--- config.mk ---
export PLATFORM = sky130hd
export DESIGN_NAME = ddram_arb
export DESIGN_NICKNAME = d
export VERILOG_FILES = /design/src/rtl/ddram_arb_pkg.sv /design/src/rtl/ddram_arb_rr.sv /design/src/rtl/ddram_arb.sv
export SDC_FILE = /design/constraint.sdc
export NUM_CORES = 1
export LEC_CHECK = 0
export BUFFER_PORTS_ARGS = -buffer_cell sky130_fd_sc_hd__buf_2
export CORE_ASPECT_RATIO = 1.2
export CORE_MARGIN = 2
export CORE_UTILIZATION = 27
export DETAILED_ROUTE_END_ITERATION = 16
export GPL_TIMING_DRIVEN = 0
export HOLD_SLACK_MARGIN = 0.02
export PLACE_DENSITY = 0.63
export SYNTH_ARGS = -nofsm -noshare
export SYNTH_HDL_FRONTEND = slang
export SYNTH_SLANG_ARGS = --single-unit
export TNS_END_PERCENT = 5
--- constraint.sdc ---
create_clock -name DDRAM_CLK -period 2.1 [get_ports DDRAM_CLK]
set_input_delay 0.315 -clock DDRAM_CLK [delete_from_list [all_inputs] [get_ports DDRAM_CLK]]
set_output_delay 0.315 -clock DDRAM_CLK [all_outputs]
set_load 0.1 [all_outputs]
--- src/rtl/ddram_arb_pkg.sv ---
// ddram_arb_pkg: shared state encoding, default sizes and index-width helper for ddram_arb.
package ddram_arb_pkg;
    typedef enum logic {IDLE, WAIT} state_e;
    localparam int NCH_DEF = 3;
    localparam int AW_DEF  = 27;
    function automatic int clog2_min1(input int n);
        return (n <= 2) ? 1 : $clog2(n);
    endfunction
endpackage

--- src/rtl/ddram_arb_rr.sv ---
// ddram_arb_rr: combinational round-robin picker; searches from last_i+1 with explicit modulo-NCH wrap.
module ddram_arb_rr #(
    parameter int NCH = 3,
    parameter int IW  = 2
) (
    input  logic [NCH-1:0] pending_i,
    input  logic [IW-1:0]  last_i,
    output logic [IW-1:0]  winner_o,
    output logic           valid_o
);
    logic [IW-1:0] idx;
    // Walk offsets from farthest to nearest so the closest pending channel after last_i wins.
    always_comb begin
        winner_o = '0;
        valid_o  = 1'b0;
        idx      = '0;
        for (int k = NCH; k >= 1; k--) begin
            idx = IW'((int'(last_i) + k) % NCH);
            if (pending_i[idx]) begin
                winner_o = idx;
                valid_o  = 1'b1;
            end
        end
    end
endmodule

--- src/rtl/ddram_arb.sv ---
// ddram_arb: toggle-handshake arbiter sharing one 16-bit DDRAM client port among NCH requesters.
// Optional DDRAM_ARB_PRIO0_EN gives channel 0 absolute priority; round-robin then covers 1..NCH-1.
module ddram_arb
    import ddram_arb_pkg::*;
#(
    parameter int NCH = NCH_DEF,
    parameter int AW  = AW_DEF
) (
    input  logic              DDRAM_CLK,
    input  logic              reset_n,
    input  logic [NCH*AW-1:0] ch_addr,
    input  logic [NCH*16-1:0] ch_din,
    input  logic [NCH*2-1:0]  ch_be,
    input  logic [NCH-1:0]    ch_we,
    input  logic [NCH-1:0]    ch_req,
    output logic [NCH-1:0]    ch_ack,
    output logic [NCH*16-1:0] ch_dout,
    output logic [NCH-1:0]    grant,
    output logic [AW-1:0]     m_addr,
    output logic [15:0]       m_din,
    output logic [1:0]        m_be,
    output logic              m_we,
    output logic              m_req,
    input  logic              m_ack,
    input  logic [15:0]       m_dout
);
    localparam int IW = clog2_min1(NCH);
`ifdef DDRAM_ARB_PRIO0_EN
    localparam bit PRIO0 = 1'b1;
`else
    localparam bit PRIO0 = 1'b0;
`endif

    state_e            state_q, state_d;
    logic [IW-1:0]     last_q, last_d, win_q, win_d;
    logic [NCH-1:0]    ack_q, ack_d, grant_q, grant_d;
    logic [NCH*16-1:0] dout_q, dout_d;
    logic [AW-1:0]     m_addr_q, m_addr_d;
    logic [15:0]       m_din_q, m_din_d;
    logic [1:0]        m_be_q, m_be_d;
    logic              m_we_q, m_we_d, m_req_q, m_req_d;
    logic [NCH-1:0]    pending, rr_pend;
    logic [IW-1:0]     rr_win, pick;
    logic              rr_v, pick_v;

    assign pending = ch_req ^ ack_q;
    // With priority enabled channel 0 bypasses the picker and never moves the round-robin pointer.
    assign rr_pend = PRIO0 ? (pending & ~NCH'(1)) : pending;
    assign pick    = (PRIO0 && pending[0]) ? '0 : rr_win;
    assign pick_v  = PRIO0 ? |pending : rr_v;

    ddram_arb_rr #(.NCH(NCH), .IW(IW)) u_rr (
        .pending_i (rr_pend),
        .last_i    (last_q),
        .winner_o  (rr_win),
        .valid_o   (rr_v)
    );

    always_comb begin
        state_d  = state_q;
        last_d   = last_q;
        win_d    = win_q;
        ack_d    = ack_q;
        dout_d   = dout_q;
        grant_d  = grant_q;
        m_addr_d = m_addr_q;
        m_din_d  = m_din_q;
        m_be_d   = m_be_q;
        m_we_d   = m_we_q;
        m_req_d  = m_req_q;
        if (state_q == IDLE && pick_v) begin
            win_d    = pick;
            grant_d  = NCH'(1) << pick;
            m_addr_d = ch_addr[pick*AW +: AW];
            m_din_d  = ch_din[pick*16 +: 16];
            m_be_d   = ch_be[pick*2 +: 2];
            m_we_d   = ch_we[pick];
            m_req_d  = ~m_req_q;
            state_d  = WAIT;
        end else if (state_q == WAIT && m_ack == m_req_q) begin
            for (int i = 0; i < NCH; i++)
                dout_d[i*16 +: 16] = (grant_q[i] && !m_we_q) ? m_dout : dout_q[i*16 +: 16];
            ack_d   = (ack_q & ~grant_q) | (ch_req & grant_q);
            last_d  = (PRIO0 && win_q == '0) ? last_q : win_q;
            grant_d = '0;
            state_d = IDLE;
        end
    end

    always_ff @(posedge DDRAM_CLK or negedge reset_n) begin
        if (!reset_n) begin
            state_q  <= IDLE;
            last_q   <= IW'(NCH - 1);
            win_q    <= '0;
            ack_q    <= '0;
            dout_q   <= '0;
            grant_q  <= '0;
            m_addr_q <= '0;
            m_din_q  <= '0;
            m_be_q   <= '0;
            m_we_q   <= 1'b0;
            m_req_q  <= 1'b0;
        end else begin
            state_q  <= state_d;
            last_q   <= last_d;
            win_q    <= win_d;
            ack_q    <= ack_d;
            dout_q   <= dout_d;
            grant_q  <= grant_d;
            m_addr_q <= m_addr_d;
            m_din_q  <= m_din_d;
            m_be_q   <= m_be_d;
            m_we_q   <= m_we_d;
            m_req_q  <= m_req_d;
        end
    end

    assign ch_ack  = ack_q;
    assign ch_dout = dout_q;
    assign grant   = grant_q;
    assign m_addr  = m_addr_q;
    assign m_din   = m_din_q;
    assign m_be    = m_be_q;
    assign m_we    = m_we_q;
    assign m_req   = m_req_q;
endmodule

==> flow_summary.rst <==
.. list-table::
   :header-rows: 1

   * - Metric
     - Value
   * - Top fanout value on the critical path
     - 8
   * - Die area
     - between 20000 and 25000 um2
   * - Clock transition at the register clock pins on the worst setup and hold paths after CTS
     - roughly 0.080 ns
   * - Area grow syn2layout
     - 54.7%
   * - Final critical-path setup slack
     - -0.113 ns
   * - Number of flops mapped to enable cells by yosys
     - 0
   * - Count of H-tree levels built during CTS
     - 3
   * - Number of port buffers
     - 260
   * - Number of maximum-capacitance violations
     - 0
   * - Num ports
     - between 200 and 300
   * - Residual antenna-violating net count after detailed routing
     - 0
   * - Setup violation total in the final timing report
     - 39
   * - Total instance count after detailed placement
     - just over 1000
   * - Mux share of post-synthesis cell area
     - 0.198
   * - Part of the Yosys area used for sequential elements
     - 0.477
   * - Worst reg-to-reg path cell count
     - 9
   * - Starting density of the core
     - 0.275
   * - Worst-case register-to-register setup slack
     - -0.11 ns
   * - Crit path largest cell delay
     - approximately 0.56 ns
   * - Die width
     - 135 um
   * - Maximum root-to-sink buffer count
     - 2
   * - Inserted Clock Buffers
     - 9
   * - Worst EP arrival
     - around 2.5 ns
   * - Launch instance of the worst register-to-register path
     - last_q[1]
   * - Max-slew headroom at the worst pin
     - 0.628
   * - Number of vias in the routed layout
     - approximately 5500
   * - Time the worst path needs with I/O delays and setup
     - 2.21 ns
   * - Violated checks
     - setup timing
   * - Height of the die
     - approximately 160 um
   * - Flip-flop cell with the highest count after synthesis
     - dfrtp_1
   * - Fraction of the mapped netlist area in simple logic gates
     - 0.118
   * - First-pass GRT wire length
     - 28800 um
   * - Cell-by-cell listing of the critical path
     - inv_2 > ha_4 > o211ai_1 > or2_4 > buf_12 > buf_8 > buf_12 > a31oi_2 > mux2_4
   * - Type of the worst setup path
     - flop to flop
   * - Vias in the first global route
     - 5364
   * - Final Routed Wirelength
     - between 20000 and 25000 um
   * - Share of the synthesized area in the top cell type
     - 0.472
   * - Class of the most critical hold timing path
     - input port to flop
   * - Count of distinct cell types in the synthesized netlist
     - 41
   * - Post-route fraction of the period consumed by the critical path
     - 1.05
   * - Worst path most repeated cell
     - buf_12
   * - Largest net degree at the start of global routing
     - between 50 and 60
   * - Clock sinks
     - 106
   * - Antenna diode instance count
     - 0
   * - Top Family by Delay on Critical Path
     - flip-flops
   * - Skew-Pair Late Insertion Delay
     - approximately 0.35 ns
   * - Detailed-route DRC error count
     - 0
   * - Gate count of the mapped netlist
     - between 500 and 600
   * - Adder-Cell Fraction of Synth Area
     - 0.00450
   * - Antenna violations before repair
     - 1
   * - Worst Max-Slew Pin Slew
     - ~0.55 ns
   * - Net count of the finished layout
     - slightly below 1000
   * - Required time of the worst setup path
     - around 2.3 ns
   * - Number of warnings printed during yosys synthesis
     - 0
   * - # rows
     - 57
   * - Critical Path Sink Type
     - flop
   * - Ranking of synthesized cells by area
     - dfrtp_1 (47%), mux2_2 (19%), o31ai_1 (6.2%)
   * - Ratio of routed vias to standard cells
     - around 5.1
   * - Synthesized-area fraction occupied by xor and xnor cells
     - 0.0124
   * - Number of buffers and inverters on the critical path
     - 4
   * - Dominant combinational cell family by area after synthesis
     - multiplexers
   * - Core area
     - ~20000 um2
   * - Total of flip-flops plus latches after synthesis
     - ~110
   * - Critical path's slowest cell
     - dfstp_2
   * - DR iter-0 viols
     - roughly 190
   * - HP Start
     - m_dout[2]
   * - Number of detailed-routing iterations run before antenna repair
     - 4
   * - Final Non-Filler Cells
     - between 1000 and 1500
   * - Startpoint class of the critical path
     - flop
   * - Fraction of synthesis flops using an asynchronous set or reset pin
     - 1.00
   * - Peak clock frequency supported by timing
     - 452 MHz
   * - Outcome
     - finished, violations left
   * - TritonCTS clock tree
     - built
   * - RSZ-0062 raised after global routing
     - yes
   * - Avg Cell Area, Syn
     - 11.1 um2
   * - Net count of the mapped netlist
     - 665
   * - Dominant cell type by area after synthesis
     - dfrtp_1
   * - Worst min-delay path endpoint
     - ch_dout[2]
   * - Final core utilization
     - 0.425
   * - Routed wire length per instance
     - around 19 um
   * - Worst hold path stage count
     - 2
   * - Worst Clk Skew
     - roughly 0.0075 ns
   * - Congestion Overflow GR
     - 0
   * - Half-perimeter wire length after placement
     - 14100 um
   * - End of the worst register-to-register path
     - m_addr[5]
   * - Overall global routing resource usage
     - 0.171
   * - RePlAce Congestion
     - 0.904
   * - Fraction of the mapped netlist area in compound gates
     - 0.138
   * - Count of endpoints failing hold in the final timing report
     - 0
   * - Post-Synthesis Cell Area
     - ~5600 um2
   * - Share of post-route cells with drive strength above 1
     - 0.648
   * - Worst Hold Margin
     - 0.222 ns
   * - Final max-slew violation count
     - 0
   * - Filler cell count in the final layout
     - between 1500 and 2000
   * - Clock tree root buffer cell
     - clkbuf_16
==> cell usage after synthesis (all sizes together), types with 2 or more instances <==
cell type,count
o21ai,4
mux2,97
xor2,3
xnor2,4
o31ai,46
nor2,4
nand3,3
a21oi,3
ha,2
nand2,14
nor3,48
clkbuf,21
o2bb2ai,2
buf,34
inv,4
a31oi,46
dfrtp,105
nand4,46
a21boi,2
==> cell usage in the layout, fill, tap and decap left out, drive strengths merged, types with 3 or more instances in the layout <==
master,count
buf,321
dfrtp,105
mux2,97
nor3,48
nand4,46
a31oi,46
o31ai,46
clkbuf,29
nand2,14
inv,6
o21ai,4
xnor2,4
nor2,4
nand3,3
a21oi,3
xor2,3
==> area by class of cell <==
| type | instances | area [um2] | area share |
|---|---|---|---|
| timing repair buffer | 288 | 1640 | 0.190 |
| clock inverter | 5 | 65.1 | 0.00756 |
| buffer | 52 | 533 | 0.0619 |
| sequential | 106 | 2670 | 0.310 |
| multi-input combinational | 338 | 3130 | 0.363 |
| inverter | 4 | 15.0 | 0.00174 |
| clock buffer | 11 | 233 | 0.0270 |
| tap | 265 | 332 | 0.0385 |
==> flip-flops by register name, summed over array words and instances, names as in the netlist, named ones only <==
signal and count:
m_req 1, m_addr 27, last_q 2, ch_dout 48
m_be 2, state_q 1, m_din 16, grant 3
win_q 2, m_we 1
==> cell families after synthesis <==
| logic type | after synthesis |
|---|---|
| multiplexers | 98 |
| flip-flops | 106 |
| adder cells (fa/ha/maj) | 2 |
| buffers and inverters | 59 |
| AND/OR/NAND/NOR | 120 |
| XOR/XNOR | 7 |
| AO/OA/AOI/OAI | 111 |
==> layer usage <==
| metal | wire, um | global-route usage | vias up | share of wire |
|---|---|---|---|---|
| met5 | 0 | 0 | - | 0 |
| met4 | 597 | 0.0715 | 0 | 0.030 |
| met3 | 1480 | 0.0411 | 43 | 0.073 |
| met2 | 9840 | 0.290 | 243 | 0.49 |
| met1 | 8210 | 0.206 | 2660 | 0.41 |
| li1 | - | - | 2532 | - |
==> per-stage QoR <==
step,cell area [um2],setup WS (ns),setup TNS (ns)
2_1_floorplan,5610,-0.0709,-3.15
3_3_place_gp,7250,-1.00,-91.06
3_5_place_dp,7280,-0.553,-25.91
4_1_cts,8150,-0.116,-5.88
5_1_grt,8610,-0.188,-6.46
6_report,8610,-0.113,-2.48
==> repair_timing <==
action,in CTS,in global routing
endpoints found under the hold margin,54,0
hold buffers,1,0
resized for setup,133,69
setup buffers,8,15
gates cloned,0,3
pin swaps,6,7
setup endpoints to repair,82,94
==> worst max path at each step <==
stage / from / endpoint / slack [ns] / cells past startpoint
after floorplan: last_q[1] / m_addr[13] / -0.07 / 7
final: last_q[1] / m_addr[5] / -0.11 / 9
after global routing: last_q[1] / m_din[11] / -0.19 / 9
after detailed placement: last_q[1] / m_din[6] / -0.55 / 10
after CTS: m_req / ch_dout[43] / -0.12 / 6
after global placement: reset_n / async pin / -1.00 / 1
Power is left out: the tool's default activity adds up to more than one toggle a clock period on the data nets, which glitch-free logic cannot reach.
